**config.mk**
```make
export PLATFORM = sky130hd
export DESIGN_NAME = mmio_uart_tx
export DESIGN_NICKNAME = d
export VERILOG_FILES = /design/src/rtl/mmio_uart_tx.sv
export SDC_FILE = /design/constraint.sdc
export NUM_CORES = 1
export LEC_CHECK = 0
export BUFFER_PORTS_ARGS = -buffer_cell sky130_fd_sc_hd__buf_2
export CAP_MARGIN = 40
export CORE_ASPECT_RATIO = 1.4
export CORE_MARGIN = 5
export CORE_UTILIZATION = 48
export CTS_CLUSTER_DIAMETER = 80
export DETAILED_ROUTE_END_ITERATION = 7
export PLACE_DENSITY = 0.69
export SYNTH_ARGS = -nofsm -noshare
export SYNTH_HDL_FRONTEND = slang
export SYNTH_SLANG_ARGS = --single-unit
```
**constraint.sdc**
```tcl
create_clock -name clk -period 7.95 [get_ports clk]
set_input_delay 0 -clock clk [delete_from_list [all_inputs] [get_ports clk]]
set_output_delay 0 -clock clk [all_outputs]
set_load 0.05 [all_outputs]
```
**src/rtl/mmio_uart_tx.sv**
```systemverilog
// rtl/mmio_uart_tx.sv - memory-mapped 8N1 UART transmitter with TX FIFO, status/divisor registers and idle irq
module mmio_uart_tx #(
  parameter int FIFO_DEPTH  = 8,
  parameter int DEFAULT_DIV = 434,
  parameter int ADDR_WIDTH  = 32
) (
  input  logic                  clk,
  input  logic                  rst,
  input  logic                  valid_i,
  output logic                  ready_o,
  input  logic [ADDR_WIDTH-1:0] addr_i,
  input  logic [31:0]           wdata_i,
  input  logic [3:0]            we_i,
  output logic [31:0]           rdata_o,
  output logic                  tx_o,
  output logic                  irq_o
);

  localparam int AW = (FIFO_DEPTH > 1) ? $clog2(FIFO_DEPTH) : 1;
  localparam int CW = AW + 1;
  localparam logic [CW-1:0] FULL_CNT = CW'(FIFO_DEPTH);

  localparam logic [1:0] S_IDLE  = 2'd0;
  localparam logic [1:0] S_START = 2'd1;
  localparam logic [1:0] S_DATA  = 2'd2;
  localparam logic [1:0] S_STOP  = 2'd3;

  logic [7:0]    mem [FIFO_DEPTH];
  logic [AW-1:0] wr_ptr, rd_ptr;
  logic [CW-1:0] count;
  logic [15:0]   div_q;
  logic [1:0]    state;
  logic [15:0]   bit_cnt, bit_len;
  logic [2:0]    bit_idx;
  logic [7:0]    shreg;

  logic [1:0]  sel;
  logic        full, empty, busy, req, push_req, accept, push, pop, bit_done;
  logic [15:0] eff_div_m1;
  logic [31:0] rd_val;
  logic        unused_bits;

  assign unused_bits = ^{addr_i[ADDR_WIDTH-1:4], addr_i[1:0], wdata_i[31:16], we_i[3:2]};

  assign sel      = addr_i[3:2];
  assign full     = (count == FULL_CNT);
  assign empty    = (count == '0);
  assign busy     = (state != S_IDLE);
  assign req      = valid_i && !ready_o;
  assign push_req = req && (sel == 2'd0) && we_i[0];
  // A TXDATA write into a full FIFO is not acknowledged until a slot has freed.
  assign accept   = req && !(push_req && full);
  assign push     = push_req && !full;
  assign bit_done = (bit_cnt == 16'd0);
  assign pop      = !empty && ((state == S_IDLE) || ((state == S_STOP) && bit_done));
  assign eff_div_m1 = (div_q == 16'd0) ? 16'd0 : div_q - 16'd1;

  always_comb begin
    rd_val = 32'd0;
    case (sel)
      2'd1:    rd_val = {16'd0, 8'(count), 5'd0, busy, empty, full};
      2'd2:    rd_val = {16'd0, div_q};
      default: rd_val = 32'd0;
    endcase
  end

  always_ff @(posedge clk) begin
    if (push) mem[wr_ptr] <= wdata_i[7:0];
  end

  always_ff @(posedge clk) begin
    if (rst) begin
      ready_o <= 1'b0;
      rdata_o <= 32'd0;
      div_q   <= 16'(DEFAULT_DIV);
      wr_ptr  <= '0;
      rd_ptr  <= '0;
      count   <= '0;
    end else begin
      ready_o <= accept;
      if (accept) rdata_o <= (we_i == 4'd0) ? rd_val : 32'd0;
      if (accept && (sel == 2'd2)) begin
        if (we_i[0]) div_q[7:0]  <= wdata_i[7:0];
        if (we_i[1]) div_q[15:8] <= wdata_i[15:8];
      end
      if (push) wr_ptr <= wr_ptr + 1'b1;
      if (pop)  rd_ptr <= rd_ptr + 1'b1;
      count <= count + CW'(push) - CW'(pop);
    end
  end

  // bit_cnt counts down the current bit period; the divisor is frozen per frame in bit_len.
  always_ff @(posedge clk) begin
    if (rst) begin
      state   <= S_IDLE;
      tx_o    <= 1'b1;
      irq_o   <= 1'b1;
      bit_cnt <= 16'd0;
      bit_len <= 16'd0;
      bit_idx <= 3'd0;
      shreg   <= 8'd0;
    end else begin
      irq_o <= empty && (state == S_IDLE);
      if (pop) begin
        state   <= S_START;
        tx_o    <= 1'b0;
        shreg   <= mem[rd_ptr];
        bit_len <= eff_div_m1;
        bit_cnt <= eff_div_m1;
        bit_idx <= 3'd0;
      end else if (state != S_IDLE) begin
        if (!bit_done) begin
          bit_cnt <= bit_cnt - 16'd1;
        end else begin
          bit_cnt <= bit_len;
          case (state)
            S_START: begin
              state <= S_DATA;
              tx_o  <= shreg[0];
              shreg <= shreg >> 1;
            end
            S_DATA: begin
              if (bit_idx == 3'd7) begin
                state <= S_STOP;
                tx_o  <= 1'b1;
              end else begin
                bit_idx <= bit_idx + 3'd1;
                tx_o    <= shreg[0];
                shreg   <= shreg >> 1;
              end
            end
            default: begin
              state <= S_IDLE;
              tx_o  <= 1'b1;
            end
          endcase
        end
      end
    end
  end

endmodule

```
======== Yosys cells after proc, flatten, opt, wreduce, memory -nomap -nowiden ========
Memories as Yosys holds them, arrays and structs flattened. A register that Yosys moved wholly into a read port is not among the register bits.
Index checks and enable logic that the tools add are counted.
word-level totals
  register bits after elaboration ......... 106
  memories ................................ 1
  RAM bits ................................ 64
  logic and storage cells ................. 92
  input port bits ......................... 71
  output and inout bits ................... 35
memory list
  memory  words  width  read ports  clocked after memory_dff  wr ports  line  source
  mem     8      8      1           1                         1         28    logic [7:0] mem [FIFO_DEPTH];
operators by class
  reduce and logical (&&, ||, !) cells .... 33
  multiplexer cells ....................... 25
  bitwise gates (word level) .............. 1
  add/sub/neg operators ................... 7
  equality and inequality tests ........... 10
operator list
  kind                   count
  $mux 16                4
  $logic_not 16->1       2
  $mux 32                1
  $mux 8                 4
  $pmux 16 s2            1
  $sub 16x1->16 const B  2
  $pmux 8 s2             1
  $logic_and 1x1->1      10
  $add 3x1->3 const B    3
  $mux 1                 9
  $logic_not 4->1        2
  $reduce_and 4->1       2
  $eq 2x2->1 const B     3
  $mux 3                 2
  $ne 3x3->1 const B     2
  $reduce_and 2->1       3
  $reduce_and 3->1       2
  $reduce_bool 2->1      3
  $add 4x1->4            1
  $eq 2x1->1 const B     2
  $eq 4x4->1 const B     1
  $logic_not 1->1        4
  $logic_not 2->1        2
  $pmux 2 s2             1
  other kinds (9)        9

======== Logic depth before layout (Yosys ltp) ========
  depth in word-level cells ............... 9
  mapped depth ............................ 15
  mapped depth without buffers ............ 13

======== Worst setup path before layout ========
No wires, ideal clock.
  kind .................................... register to register
  start ................................... register bit_cnt[0]
  end ..................................... register count[2]
  stages on the path, launching flop included .. 14
  period minus slack after synthesis ...... 2.641 ns
  library setup time ...................... 0.128 ns
  arrival time ............................ 2.514 ns
  slack ................................... 5.309 ns
  buffers on the path ..................... 1
  required time ........................... 7.822 ns
  path through ............................ dfxtp_1 inv_1 ha_1 nor3b_2 and4b_1 a21oi_2 buf_6 inv_2 ha_1 inv_1 ha_1 fa_1 xnor2_1 nor2_1
between the ends
  word-level cells in the longest chain between the ends .. 5
ends and longest elaborated chain
  element                 line  source
  from (decl)             33    logic [15:0] bit_cnt, bit_len;
  from (signal assigned)  109   bit_cnt <= eff_div_m1;
  from (signal assigned)  113   bit_cnt <= bit_cnt - 16'd1;
  from (signal assigned)  115   bit_cnt <= bit_len;
  $logic_not 16->1        54    assign bit_done = (bit_cnt == 16'd0);
  $logic_and 1x1->1       55    assign pop = !empty && ((state == S_IDLE) || ((state == S_STOP) && bit_done));
  $logic_or 1x1->1        55
  $logic_and 1x1->1       55
  net pop                 38    logic full, empty, busy, req, push_req, accept, push, pop, bit_done;
  $sub 4x1->4             88    count <= count + CW'(push) - CW'(pop);
  to (signal assigned)    88
  to (decl)               30    logic [CW-1:0] count;
The timed path passes the listed nets, and every way through them passes these cells.
A chain may end at the register's enable or synchronous reset.

======== Worst setup path after layout ========
Same ends and word-level chain as after synthesis.

==> results.sh <==
export IMPL_post_cts_buffers=0
export IMPL_routed_via_density=5.54
export IMPL_cp_arrival_ns=3.18
export IMPL_drc_errors=0
export IMPL_clk_pin_slew_worst_paths_ns=0.07
export IMPL_relSlewSlack_pct=41.5
export IMPL_slowest_delay_ns=0.40
export IMPL_ys_warnings_count=0
export IMPL_rrSetupSlack_ns=5.04
export IMPL_clock_latency_ns=0.42
export IMPL_power_uw=2730
export IMPL_hpwl_um=10600
export IMPL_grt_max_degree=87
export IMPL_num_vias=5064
export IMPL_core_rowCount=52
export IMPL_path_cells="inv_1 > ha_1 > nor3b_2 > and4b_1 > a21oi_4 > inv_2 > ha_1 > inv_1 > ha_1 > fa_1 > xnor2_1 > nor2_1"
export IMPL_avgSynthCellArea_um2=10.8
export IMPL_ys_ff_latch=157
export IMPL_final_setup_tns_ns=0
export IMPL_hold_violations=0
export IMPL_routed_wirelength_um=15300
export IMPL_cts_resized=0
export IMPL_crit_buf_inv=3
export IMPL_setup_violations=0
export IMPL_cts_tree="done"
export IMPL_grt_overflow_total=0
export IMPL_vdd_drop_max_uv=218
export IMPL_async_flop_share_pct=0
export IMPL_multi_input_area_mm2=0.00310
export IMPL_required_ns=8.22
export IMPL_final_util_pct=56.4
export IMPL_antenna_found_initial=0
export IMPL_p_leak_uw=0.00311
export IMPL_die_height_um=155
export IMPL_synth_edf_count=64
export IMPL_grt_pass1_vias=5154
export IMPL_htree_levels=4
export IMPL_clock_skew_ns=0.00878
export IMPL_critPathMostFrequentCell="ha_1"
export IMPL_antenna_left=0
export IMPL_period_share_pct=36.6
export IMPL_start_util_pct=49.2
export IMPL_seq_area_mm2=0.00378
export IMPL_yosysUniqueCellTypes=62
export IMPL_cts_root_buf="clkbuf_16"
export IMPL_hold_class="input pin to flop"
export IMPL_layout_drive_gt1_share_pct=16.7
export IMPL_synth_seq_area_share_pct=52.8
export IMPL_io_pins=106
export IMPL_numPortBuffers=43
export IMPL_period_needed_ns=2.91
export IMPL_startpoint_type="flop"
export IMPL_synth_ff_type="dfxtp_1"
export IMPL_whs_ns=0.0396
export IMPL_path_max_fanout=9
export IMPL_fmax_mhz=344
export IMPL_slew_viol_final=0
export IMPL_tightest_slew_ns=0.877
export IMPL_place_gp_congestion=0.886
export IMPL_nets=804
export IMPL_n_fill_cell=1235
export IMPL_worst_setup_path_end_kind="flop"
export IMPL_grt_pass1_wl_um=25400
export IMPL_wire_per_inst_um=16.7
export IMPL_status="complete, no violations"
export IMPL_drt_first_iter_violations=245
export IMPL_areaGrowthSynthToFinish_pct=14.8
export IMPL_worstSetupPathType="flop to flop"
export IMPL_numClockSinks=157
export IMPL_cts_made_buffers=17
export IMPL_cp_top_family="adder cells"
export IMPL_grt_setup_unrepaired="false"
export IMPL_drv_cap=0
export IMPL_grt_util_all_layers_pct=18.1
export IMPL_synthCells=662
export IMPL_dieArea_mm2=0.0175
export IMPL_slowest_stage="fa_1"
export IMPL_dr_pass1_iters=5
export IMPL_fp_coreArea_mm2=0.0146
export IMPL_antenna_cells=0
export IMPL_holdBufCountCts=16
export IMPL_netlist_area_mm2=0.00717
export IMPL_die_w_um=113
export IMPL_ctsLongestPathBuffers=2
export IMPL_power_density_mw_per_mm2=332
[synthesized netlist by cell type, types with 2 or more instances]
| master | number | area share, % |
|---|---|---|
| a21oi_1 | 41 | 2.9 |
| a311oi_1 | 9 | 1.1 |
| a21o_1 | 3 | 0.31 |
| nand2b_1 | 5 | 0.44 |
| dfxtp_1 | 93 | 26 |
| buf_4 | 17 | 1.8 |
| clkbuf_1 | 29 | 1.5 |
| nand3_1 | 9 | 0.63 |
| and3_1 | 4 | 0.35 |
| mux4_2 | 16 | 5.0 |
| nor2_1 | 76 | 4.0 |
| a311oi_2 | 2 | 0.42 |
| inv_1 | 17 | 0.89 |
| edfxtp_1 | 64 | 27 |
| ha_1 | 20 | 3.5 |
| nor3_1 | 23 | 1.6 |
| a22oi_1 | 17 | 1.8 |
| nor3_2 | 2 | 0.28 |
| xor2_1 | 18 | 2.2 |
| nor3b_2 | 2 | 0.35 |
| nand2_1 | 71 | 3.7 |
| nand4b_1 | 3 | 0.37 |
| nor3b_1 | 7 | 0.73 |
| a31oi_1 | 4 | 0.35 |
| nand3b_1 | 4 | 0.42 |
| nor4_1 | 6 | 0.52 |
| nor4_4 | 2 | 0.59 |
| a221oi_1 | 2 | 0.24 |
| buf_2 | 5 | 0.35 |
| o21ai_0 | 8 | 0.56 |
| o211ai_1 | 10 | 1.0 |
| nor2b_1 | 4 | 0.35 |
| a211oi_1 | 2 | 0.21 |
| buf_1 | 2 | 0.10 |
| o2bb2ai_1 | 7 | 0.86 |
| a311o_1 | 2 | 0.28 |
| or3_1 | 2 | 0.17 |
| mux2i_1 | 18 | 2.5 |
| a211o_1 | 2 | 0.24 |
| xnor2_1 | 12 | 1.5 |
[power by group]
part           total [µW]  internal [µW]  switching (µW)
clock network         772            416             357
logic                 900            370             531
registers            1050            935             119
total                2730           1720            1010
[final timing paths]
check        startpoint         end  cells after the start
min reg2reg  bit_len[7]  bit_len[7]                      2
max reg2reg  bit_cnt[0]    count[2]                     12
min             we_i[0]   wr_ptr[1]                      5
max          bit_cnt[0]    count[2]                     12
[routing by layer]
metal / routed length (µm) / GRT usage [%] / up-vias
li1: - / - / 2455
met1: 6340 / 22.1 / 2472
met2: 8110 / 32.0 / 114
met3: 561 / 3.01 / 23
met4: 272 / 7.04 / 0
met5: 0 / 0 / -
[cells by family after synthesis]
family	Yosys count	synth area share (%)
AO/OA/AOI/OAI	116	11.2
XOR/XNOR	30	3.67
adder cells (fa/ha/maj)	21	3.77
buffers and inverters	72	4.85
flip-flops	157	52.8
multiplexers	34	7.54
other	1	0.0523
AND/OR/NAND/NOR	231	16.1
[metrics by stage]
step / setup slack [ns] / area, µm² / instances
2_1_floorplan: 5.31 / 7220 / 677
3_3_place_gp: 5.13 / 7470 / 864
3_5_place_dp: 5.05 / 7490 / 866
4_1_cts: 5.04 / 8230 / 914
5_1_grt: 4.87 / 8230 / 914
6_report: 5.04 / 8230 / 914
[placed cells by master, fill, tap and decap left out, types with 9 or more instances in the layout]
cell type      Yosys  routed
a21oi_1           41      41
a22oi_1           17      17
a311oi_1           9       9
buf_2              5      43
buf_4             17      10
clkbuf_16          0      17
conb_1             1      16
dfxtp_1           93      93
dlygate4sd3_1      0      16
edfxtp_1          64      64
ha_1              20      20
inv_1             17      17
mux2i_1           18      18
mux4_2            16      16
nand2_1           71      71
nand3_1            9       9
nor2_1            76      76
nor3_1            23      23
o211ai_1          10      10
xnor2_1           12      12
xor2_1            18      18
[registers in the layout, summed over array words and instances (netlist names), named ones only]
register  count
mem          64
ready_o       1
bit_len      16
irq_o         1
rdata_o      16
bit_idx       3
wr_ptr        3
tx_o          1
count         4
shreg         8
state         2
rd_ptr        3
bit_cnt      16
div_q        16
[final cells by class]
class                           count  area share, %
Clock buffer                       17           5.17
Timing Repair Buffer               70           5.66
Inverter                           18          0.821
Multi-Input combinational cell    448           37.7
Tap cell                          189           2.87
Sequential cell                   157           46.0
Clock inverter                     15           1.79
[worst register-to-register path: cells and delay by family (launching register included)]
| kind | cells | cell delay [ns] |
|---|---|---|
| adders and majority gates | 4 | 1.01 |
| and+or+nand+nor | 3 | 0.84 |
| DFF | 1 | 0.34 |
| buffers and inverters | 3 | 0.30 |
| xor gates and xnor gates | 1 | 0.19 |
| AOI/OAI and AO/OA | 1 | 0.09 |
Power figures use the tool's default switching activity.
